File: src/rtl/btn_conditioner.sv
// Button conditioning for movement control: per-bit 2-FF synchroniser,
// 4-state debounce FSM, registered level plus single-cycle press/release pulses.
module btn_conditioner #(
  parameter int N_BTN           = 3,
  parameter int DEBOUNCE_CYCLES = 650000,
  parameter int CNT_W           = $clog2(DEBOUNCE_CYCLES)
) (
  input  logic             clk,
  input  logic             rst,
  input  logic [N_BTN-1:0] btn_in,
  output logic [N_BTN-1:0] btn_level,
  output logic [N_BTN-1:0] btn_press,
  output logic [N_BTN-1:0] btn_release
);

  typedef enum logic [1:0] {
    IDLE,
    PRESS_WAIT,
    PRESSED,
    RELEASE_WAIT
  } state_t;

  localparam logic [CNT_W-1:0] CNT_MAX = CNT_W'(DEBOUNCE_CYCLES - 1);

  logic [N_BTN-1:0] sync1_reg;
  logic [N_BTN-1:0] sync2_reg;

  always_ff @(posedge clk or negedge rst) begin
    if (!rst) begin
      sync1_reg <= '0;
      sync2_reg <= '0;
    end else begin
      sync1_reg <= btn_in;
      sync2_reg <= sync1_reg;
    end
  end

  for (genvar gi = 0; gi < N_BTN; gi++) begin : g_btn
    state_t           state_reg, state_next;
    logic [CNT_W-1:0] cnt_reg, cnt_next;
    logic             level_reg, level_next;
    logic             press_reg, press_next;
    logic             release_reg, release_next;
    logic             s;

    assign s = sync2_reg[gi];

    always_ff @(posedge clk or negedge rst) begin
      if (!rst) begin
        state_reg   <= IDLE;
        cnt_reg     <= '0;
        level_reg   <= 1'b0;
        press_reg   <= 1'b0;
        release_reg <= 1'b0;
      end else begin
        state_reg   <= state_next;
        cnt_reg     <= cnt_next;
        level_reg   <= level_next;
        press_reg   <= press_next;
        release_reg <= release_next;
      end
    end

    // Counter restarts from zero on every entry to a WAIT state and
    // saturates at CNT_MAX, where the new level is accepted.
    always_comb begin
      state_next   = state_reg;
      cnt_next     = cnt_reg;
      level_next   = level_reg;
      press_next   = 1'b0;
      release_next = 1'b0;
      case (state_reg)
        IDLE: begin
          if (s) begin
            state_next = PRESS_WAIT;
            cnt_next   = '0;
          end
        end
        PRESS_WAIT: begin
          if (!s) begin
            state_next = IDLE;
          end else if (cnt_reg == CNT_MAX) begin
            state_next = PRESSED;
            level_next = 1'b1;
            press_next = 1'b1;
          end else begin
            cnt_next = cnt_reg + 1'b1;
          end
        end
        PRESSED: begin
          if (!s) begin
            state_next = RELEASE_WAIT;
            cnt_next   = '0;
          end
        end
        RELEASE_WAIT: begin
          if (s) begin
            state_next = PRESSED;
          end else if (cnt_reg == CNT_MAX) begin
            state_next   = IDLE;
            level_next   = 1'b0;
            release_next = 1'b1;
          end else begin
            cnt_next = cnt_reg + 1'b1;
          end
        end
        default: begin
          state_next = IDLE;
          level_next = 1'b0;
        end
      endcase
    end

    assign btn_level[gi]   = level_reg;
    assign btn_press[gi]   = press_reg;
    assign btn_release[gi] = release_reg;
  end

endmodule
File: config.mk
export PLATFORM = sky130hd
export DESIGN_NAME = btn_conditioner
export DESIGN_NICKNAME = d
export VERILOG_FILES = /design/src/rtl/btn_conditioner.sv
export SDC_FILE = /design/constraint.sdc
export NUM_CORES = 1
export LEC_CHECK = 0
export BUFFER_PORTS_ARGS = -buffer_cell sky130_fd_sc_hd__buf_2
export CAP_MARGIN = 20
export CORE_MARGIN = 4
export CORE_UTILIZATION = 40
export DETAILED_ROUTE_END_ITERATION = 16
export GPL_TIMING_DRIVEN = 0
export PLACE_DENSITY = 0.66
export SLEW_MARGIN = 15
export SYNTH_ARGS = -nofsm -noshare
export SYNTH_HDL_FRONTEND = slang
export SYNTH_SLANG_ARGS = --single-unit
File: constraint.sdc
create_clock -name clk -period 6.7 [get_ports clk]
set_input_delay 0.67 -clock clk [delete_from_list [all_inputs] [get_ports clk]]
set_output_delay 0.67 -clock clk [all_outputs]
set_load 0.02 [all_outputs]
* Word-level counts from Yosys, hierarchy flattened
Cells that the tools add are included.
** Storage, ports and cells
- Register bits :: 81
- Output and inout bits :: 9
- Word-level logic and storage cells :: 140
** Cells by class
- Add/sub/neg operators :: 3
- Equal/unequal tests :: 36
- Multiplexer cells :: 69
- Reduce and logical (&&, ||, !) cells :: 15
** Operators with widths (count)
- two-way mux 20 bit :: 15
- case mux 20 bit (4 select lines) :: 3
- adder 20 x 1 -> 20 bit (second input constant) :: 3
- equality test 20 bit (second input constant) :: 3
- two-way mux 2 bit :: 18
- inequality test 2 bit (second input constant) :: 18
- two-way mux 1 bit :: 27
- case mux 2 bit (4 select lines) :: 3
- AND reduction 4 bit :: 6
- inequality test 3 bit (second input constant) :: 6
- AND reduction 5 bit :: 3
- equality test 2 bit (second input constant) :: 6
- equality test 2 x 1 -> 1 bit (second input constant) :: 3
- zero test 2 bit :: 3
- case mux 1 bit (2 select lines) :: 3
- nonzero test 2 bit :: 3

* Logic depth before layout (Yosys ltp)
Gate-level depths: netlist (run 1).
- Depth in word-level cells :: 4
- Gate-level depth with buffers :: 8
- Mapped depth without buffers :: 6

* Least setup slack after synthesis (run 1)
Ideal clock, no wire load.
- Path kind :: reg2reg
- Start point :: register g_btn[0].cnt_reg[17]
- End point :: register g_btn[0].level_reg
- Library setup time :: 128 ps
- Arrival time :: 2041 ps
- Path slack :: 4531 ps
- Stages on the path, launching flop included :: 6
- Buffers on the path :: 0
- Clock period less this slack :: 2169 ps
- Path through :: dfrtp_1 -> or4b_1 -> or4_4 -> or4_1 -> o21ai_0 -> a21oi_1
** On the way
- Longest elaborated chain between the ends :: 3
** Ends and longest elaborated chain
- from (decl) :: line 40 : logic [CNT_W-1:0] cnt_reg, cnt_next;
- from (signal assigned) :: line 57 : cnt_reg <= cnt_next;
- equality test 20 bit (*) :: line 82, 99
- inequality test 2 bit (no line)
- AND reduction 5 bit (no line) (*)
- to (signal assigned) :: line 58 : level_reg <= level_next;
- to (decl) :: line 41 : logic level_reg, level_next;
Mark *: on every way between the ends. The rest lies on a longest branch, timed or not.
A chain may end at the register's enable or synchronous reset.

* Final worst setup path (run 1)
- Start point :: register g_btn[2].cnt_reg[0]
- End point :: register g_btn[2].cnt_reg[1]
** On the way
- Longest elaborated chain between the ends :: 4
** Ends and longest elaborated chain
- from (decl) :: line 40
- from (signal assigned) :: line 57
- adder 20 x 1 -> 20 bit / equality test 20 bit (equally long branches)
- two-way mux 20 bit (*) :: line 82, 99
- two-way mux 20 bit (on tied branches) :: line 97, 80
- case mux 20 bit (4 select lines) (*) :: line 72 : case (state_reg)
Mark *: on every way between the ends. The rest lies on a longest branch, timed or not. The select of a mux whose other input is x is not followed.

==> results.toml, run 1 <==
[status]
status = "complete, no violations"

[timing]
period_needed_ns = 2.66
worst-slew-pin-transition_ns = 0.850
maxSlewViolCount = 0
finalCritPeriodShare_pct = 39.7
slew_headroom_pct = 42.8
fmax_mhz = 376
layout_setup_ws_ns = 4.04
hold_violations = 0
clock_skew_ns = 0.0103
tns_ns = 0
rsz0062_at_grt = "false"
setup_viol = 0

[clock_network]
cts_tree = "done"
cts_max_level = 3
hold_buffers = 0
cts_resized = 0
clkSlewWorstSetupHoldPaths_ns = 0.09
cts_buffers = 9
clock_path_buffers = 2
clock_tree.root_cell = "clkbuf_8"
cts_num_sinks = 81
clk_latency_ns = 0.35
cts_setup_buffers = 0

[flow_run]
drv_cap = 0

[final_layout]
final_cell_area_mm2 = 0.00489
finalNetCount = 533
antenna_cells = 0
largest_register_ff_count = 60
drive_gt1_share_pct = 8.30
areaGrowthSynthToFinish_pct = 11.9

[yosys]
syn_nets = 508
ys_warn_count = 0
post-synth-top-area-cell = "dfrtp_1"
synth_xor_area_share_pct = 0.801
yosysTopAreaCellShare_pct = 46.3
ys_types = 41
avgSynthCellArea_um2 = 8.75
synth_top_family_by_area = "simple AND/OR/NAND/NOR gates"
synthCells = 500
synth_seq_area_share_pct = 46.3
synthArstFlopShare_pct = 100
synth_fa_ha_area_share_pct = 0.858
synth-simple-area-share_pct = 31.8
yosys_most_used_dff = "dfrtp_1"
synth_edf_count = 0
syn_area_mm2 = 0.00437
synth-compound-area-share_pct = 11.5
synthTopCellsByArea = "dfrtp_1, nand2_1, nand3_1"
yosys-mux-area-fraction_pct = 3.66
ys_ff_latch = 81

[floorplan]
fp-row-count = 37
pin_count = 14
fp.coreArea_mm2 = 0.0105
die_h_um = 113
fp.dieArea_mm2 = 0.0127
start_util_pct = 41.6
die_width_um = 113

[grt]
grt_usage_pct = 16.3
grt_overflow_total = 0
grt_pass1_vias = 3646
antenna_found_initial = 0
grt_pass1_wl_mm = 17.4
grt_max_degree = 58

[setup_path]
path_buf_inv = 2
crit_family = "compound AO/OA/AOI/OAI gates"
crit_top_cell = "clkbuf_1"
cp.depth = 7
cp_slowest_cell = "o21bai_1"
worst_path_largest_cell_delay_ns = 0.68
start_kind = "register"
cp_data_arrival_time_ns = 2.87
criticalPathCategory = "reg2reg"
crit_fanout = 10
path_cells = "ha_1 > and3_1 > clkbuf_1 > nand2_1 > o21bai_1 > clkbuf_1 > o21ai_0"
end_kind = "register"
required_ns = 6.91
rr_worst_depth = 7

[route]
via_per_inst = 5.72
dr.max_layer_used = "met4"
drtIter0Drc = 290
final_antenna_net_count = 0
wl_met3_um = 296
drc = 0
via_count = 3807
wl_met2_mm = 4.63
avgRoutedWirePerCell_um = 14.7
wl_mm = 9.77
m1WireLength_mm = 4.70
firstDrtPassIters = 4

[power]
ir_drop_v = 0.000117
p_total_mw = 1.05
leakage_nw = 2.15
power_density_mw_per_mm2 = 214

[placement]
dp_slack_ns = 4.09
io_buffers = 13
dp_hpwl_mm = 6.68
routabilityCongestion = 0.821
placed_cell_area_mm2 = 0.00464

[min_path]
hold_class = "in2async"
power breakdown:
group	switching, mW	internal [mW]
Combinational	0.0447	0.0212
Sequential	0.0243	0.506
Clock	0.181	0.269
Total	0.250	0.796
area by class of cell:
| type | count | area (um^2) |
|---|---|---|
| Buffer | 34 | 176 |
| Clock buffer | 12 | 155 |
| Clock inverter | 4 | 98.8 |
| Fill cell | 1032 | 5620 |
| Inverter | 11 | 41.3 |
| Multi-Input combinational cell | 374 | 2130 |
| Sequential cell | 81 | 2030 |
| Tap cell | 136 | 170 |
| Timing Repair Buffer | 14 | 95.1 |
cell usage after synthesis, types with 5 or more instances:
| cell | n |
|---|---|
| o21ai_0 | 32 |
| nor4b_1 | 5 |
| nor4_1 | 15 |
| nand4_1 | 23 |
| a21oi_1 | 15 |
| nor3_1 | 8 |
| mux2i_1 | 16 |
| dfrtp_1 | 81 |
| buf_4 | 9 |
| a31oi_1 | 8 |
| inv_1 | 11 |
| and2_1 | 5 |
| and3_1 | 13 |
| or4_1 | 15 |
| clkbuf_1 | 23 |
| nand2_1 | 87 |
| nor2_1 | 30 |
| nand3_1 | 49 |
| and4_1 | 6 |
| o41ai_1 | 9 |
| nand2b_1 | 5 |
stage by stage:
| stage | hold slack (ns) | instances | utilization (%) |
|---|---|---|---|
| floorplan | 0.331 | 500 | - |
| global placement | 0.333 | 649 | 43.9 |
| detailed placement | 0.336 | 650 | 44.1 |
| CTS | 0.227 | 666 | 46.6 |
| global route | 0.244 | 666 | 46.6 |
| finish | 0.222 | 666 | 46.6 |
cells by family after synthesis:
family / after synthesis
AND/OR/NAND/NOR: 271
flip-flops: 81
AO/OA/AOI/OAI: 80
buffers and inverters: 45
multiplexers: 16
XOR/XNOR: 4
adder cells (fa/ha/maj): 3
metal layers:
layer,vias up,track usage (%)
li1,1873,-
met1,1852,22.2
met2,68,26.3
met3,14,2.21
met4,0,6.25
met5,-,0
layout by cell type, fill, tap and decap left out, types with 3 or more instances in the layout:
| cell | instances |
|---|---|
| a21oi_1 | 15 |
| a31oi_1 | 8 |
| and2_1 | 5 |
| and3_1 | 13 |
| and4_1 | 6 |
| buf_2 | 12 |
| buf_4 | 10 |
| bufinv_16 | 3 |
| clkbuf_1 | 24 |
| clkbuf_8 | 11 |
| dfrtp_1 | 81 |
| ha_1 | 3 |
| inv_1 | 11 |
| mux2i_1 | 16 |
| nand2_1 | 87 |
| nand2b_1 | 5 |
| nand3_1 | 49 |
| nand4_1 | 23 |
| nor2_1 | 30 |
| nor3_1 | 8 |
| nor4_1 | 15 |
| nor4b_1 | 5 |
| o21ai_0 | 32 |
| o21ai_1 | 3 |
| o41ai_1 | 9 |
| or4_1 | 15 |
| xnor2_1 | 3 |
final timing paths:
kind / start / endpoint / slack, ns
max in group asynchronous: rst / g_btn[2].cnt_reg[1] / 5.89
min in group clk: sync1_reg[0] / sync2_reg[0] / 0.35
setup / recovery: g_btn[2].cnt_reg[0] / g_btn[2].cnt_reg[1] / 4.04
setup reg to reg: g_btn[2].cnt_reg[0] / g_btn[2].cnt_reg[1] / 4.04
hold reg to reg: sync1_reg[0] / sync2_reg[0] / 0.35
hold / removal: rst / g_btn[0].cnt_reg[16] / 0.22
No activity file was read; power rests on OpenSTA's default activity.
==> run 2, diff against run 1 <==
--- a/config.mk
+++ b/config.mk
@@ -5,13 +5,14 @@
 export SDC_FILE = /design/constraint.sdc
 export NUM_CORES = 1
 export LEC_CHECK = 0
+export ABC_AREA = 1
 export BUFFER_PORTS_ARGS = -buffer_cell sky130_fd_sc_hd__buf_2
 export CAP_MARGIN = 20
 export CORE_MARGIN = 4
 export CORE_UTILIZATION = 40
 export DETAILED_ROUTE_END_ITERATION = 16
 export GPL_TIMING_DRIVEN = 0
-export PLACE_DENSITY = 0.66
+export PLACE_DENSITY = 0.68
 export SLEW_MARGIN = 15
 export SYNTH_ARGS = -nofsm -noshare
 export SYNTH_HDL_FRONTEND = slang
==> constraint.sdc (replaced) <==
create_clock -name clk -period 2.2 [get_ports clk]
set_input_delay 0.22 -clock clk [delete_from_list [all_inputs] [get_ports clk]]
set_output_delay 0.22 -clock clk [all_outputs]
set_load 0.02 [all_outputs]
==> run 2 against run 1 <==
  * Synthesized cell count is 29% higher
  * Sequential share of layout area shrank 3.4 points
  * Register-to-register slack worse by 3.8 ns
  * Die area is 7.6% higher
  * Largest power group unchanged
  * Critical path type unchanged
  * Maximum frequency increased by 39%
  * Highest routed layer unchanged
  * Sequential cell count is the same
==> results.toml, run 2 <==
[status]
status = "complete, no violations"

[clock_network]
cts_tree = "done"
cts_num_sinks = 81
hold_buffers = 4
clock_path_buffers = 2
clk_latency_ns = 0.34
clock_tree.root_cell = "clkbuf_16"
cts_max_level = 3
cts_setup_buffers = 0
clkSlewWorstSetupHoldPaths_ns = 0.06
cts_resized = 0
cts_buffers = 9

[floorplan]
die_h_um = 117
fp-row-count = 39
die_width_um = 117
fp.coreArea_mm2 = 0.0115
pin_count = 14
start_util_pct = 41.1
fp.dieArea_mm2 = 0.0136

[min_path]
hold_class = "in2async"

[yosys]
ys_ff_latch = 81
synth-compound-area-share_pct = 7.25
post-synth-top-area-cell = "dfrtp_1"
ys_warn_count = 0
ys_types = 29
yosysTopAreaCellShare_pct = 42.8
avgSynthCellArea_um2 = 7.31
synthArstFlopShare_pct = 100
yosys-mux-area-fraction_pct = 0
yosys_most_used_dff = "dfrtp_1"
synth_edf_count = 0
syn_area_mm2 = 0.00473
synth_seq_area_share_pct = 42.8
synth_top_family_by_area = "simple AND/OR/NAND/NOR gates"
synth-simple-area-share_pct = 36.6
synthTopCellsByCount = "nand2_1, nor2_1, dfrtp_1, inv_1, o21ai_0"
synth_fa_ha_area_share_pct = 0.793
yosys.cell_count.top_type = "nand2_1"
synthTopCellsByArea = "dfrtp_1, nand2_1, nor2_1"
synth_xor_area_share_pct = 4.26
synthCells = 647
syn_nets = 655

[timing]
clock_skew_ns = 0.0138
period_needed_ns = 1.91
maxSlewViolCount = 0
layout_setup_ws_ns = 0.289
worst-slew-pin-transition_ns = 0.539
finalCritPeriodShare_pct = 86.8
hold_violations = 0
rsz0062_at_grt = "false"
tns_ns = 0
slew_headroom_pct = 63.8
whs_ns = 0.309
fmax_mhz = 523
setup_viol = 0

[placement]
dp_slack_ns = 0.304
routabilityCongestion = 0.927
io_buffers = 13
dp_hpwl_mm = 7.04

[final_layout]
drive_gt1_share_pct = 12.2
fill_cells = 1138
antenna_cells = 0
most-common-layout-cells = "nand2_1, nor2_1, dfrtp_1"
final_common_cell = "nand2_1"
finalNetCount = 684
areaGrowthSynthToFinish_pct = 12.6
largest_register_ff_count = 60

[flow_run]
drv_cap = 0

[route]
avgRoutedWirePerCell_um = 11.7
drc = 0
firstDrtPassIters = 5
drtIter0Drc = 250
via_count = 4005
wl_mm = 9.64
via_per_inst = 4.86
final_antenna_net_count = 0

[grt]
grt_pass1_vias = 3936
grt_overflow_total = 0
antenna_found_initial = 0
grt_pass1_wl_mm = 17.6
grt_usage_pct = 15.9
grt_max_degree = 62

[power]
power_density_mw_per_mm2 = 586
leakage_nw = 2.44
ir_drop_v = 0.000366

[setup_path]
end_kind = "register"
reg2reg_to = "g_btn[2].cnt_reg[19]"
crit_fanout = 8
r2r_start = "g_btn[2].cnt_reg[0]"
start_kind = "register"
r2r_slack_ns = 0.29
criticalPathCategory = "reg2reg"
cp_data_arrival_time_ns = 2.13
rr_worst_depth = 8
required_ns = 2.42
## run 2: how the worst max path moves through the flow
stage                                    from                    to  slack [ns]  depth (start not counted)
final                     g_btn[2].cnt_reg[0]  g_btn[2].cnt_reg[19]        0.29                          8
after global routing      g_btn[2].cnt_reg[0]  g_btn[2].cnt_reg[17]        0.11                          8
after CTS                 g_btn[2].cnt_reg[0]  g_btn[2].cnt_reg[17]        0.29                          8
after detailed placement  g_btn[2].cnt_reg[0]  g_btn[2].cnt_reg[17]        0.30                          8
after global placement                    rst  g_btn[2].release_reg        0.26                          1
after floorplan           g_btn[1].cnt_reg[0]  g_btn[1].cnt_reg[17]        0.67                          8
## run 2: kinds of logic after synthesis
group / after synthesis
XOR/XNOR: 23
adder cells (fa/ha/maj): 3
flip-flops: 81
buffers and inverters: 80
AND/OR/NAND/NOR: 401
AO/OA/AOI/OAI: 59
## run 2: through the flow
step	util, %	instance area [um^2]	power (mW)	instances
6_report	46.3	5330	3.12	824
5_1_grt	46.3	5330	3.27	824
4_1_cts	46.3	5330	3.18	824
3_5_place_dp	43.5	5000	1.73	804
3_3_place_gp	43.2	4970	1.72	803
2_1_floorplan	-	4730	1.66	647
## run 2: final cells by class
class / count / area (um^2) / area share (%)
tap: 143 / 179 / 3.36
buffer: 17 / 155 / 2.91
multi-input combinational: 486 / 2310 / 43.4
timing repair buffer: 18 / 135 / 2.54
sequential: 81 / 2030 / 38.0
clock inverter: 4 / 26.3 / 0.493
inverter: 63 / 236 / 4.44
clock buffer: 12 / 256 / 4.81
## run 2: routing by layer
layer	wire, um	vias up	share of wire [%]	track usage [%]
li1	-	2086	-	-
met1	4690	1844	49	20.6
met2	4490	69	47	26.5
met3	379	6	3.9	4.66
met4	76	0	0.79	3.59
met5	0	-	0	0
## run 2: power breakdown
part	internal (mW)	leakage [nW]	total, mW	switching [mW]
clock network	0.826	0.139	1.42	0.589
registers	1.52	1.10	1.55	0.0311
logic	0.0561	1.19	0.159	0.103
## run 2: worst max-delay path, stage by stage, from the launching register on
cell	delay, ns
dfrtp_1	0.41
ha_1	0.21
nand3_1	0.21
nor2_1	0.23
nand3_2	0.18
nand3_1	0.28
inv_1	0.14
nand2_1	0.09
nand2_1	0.05
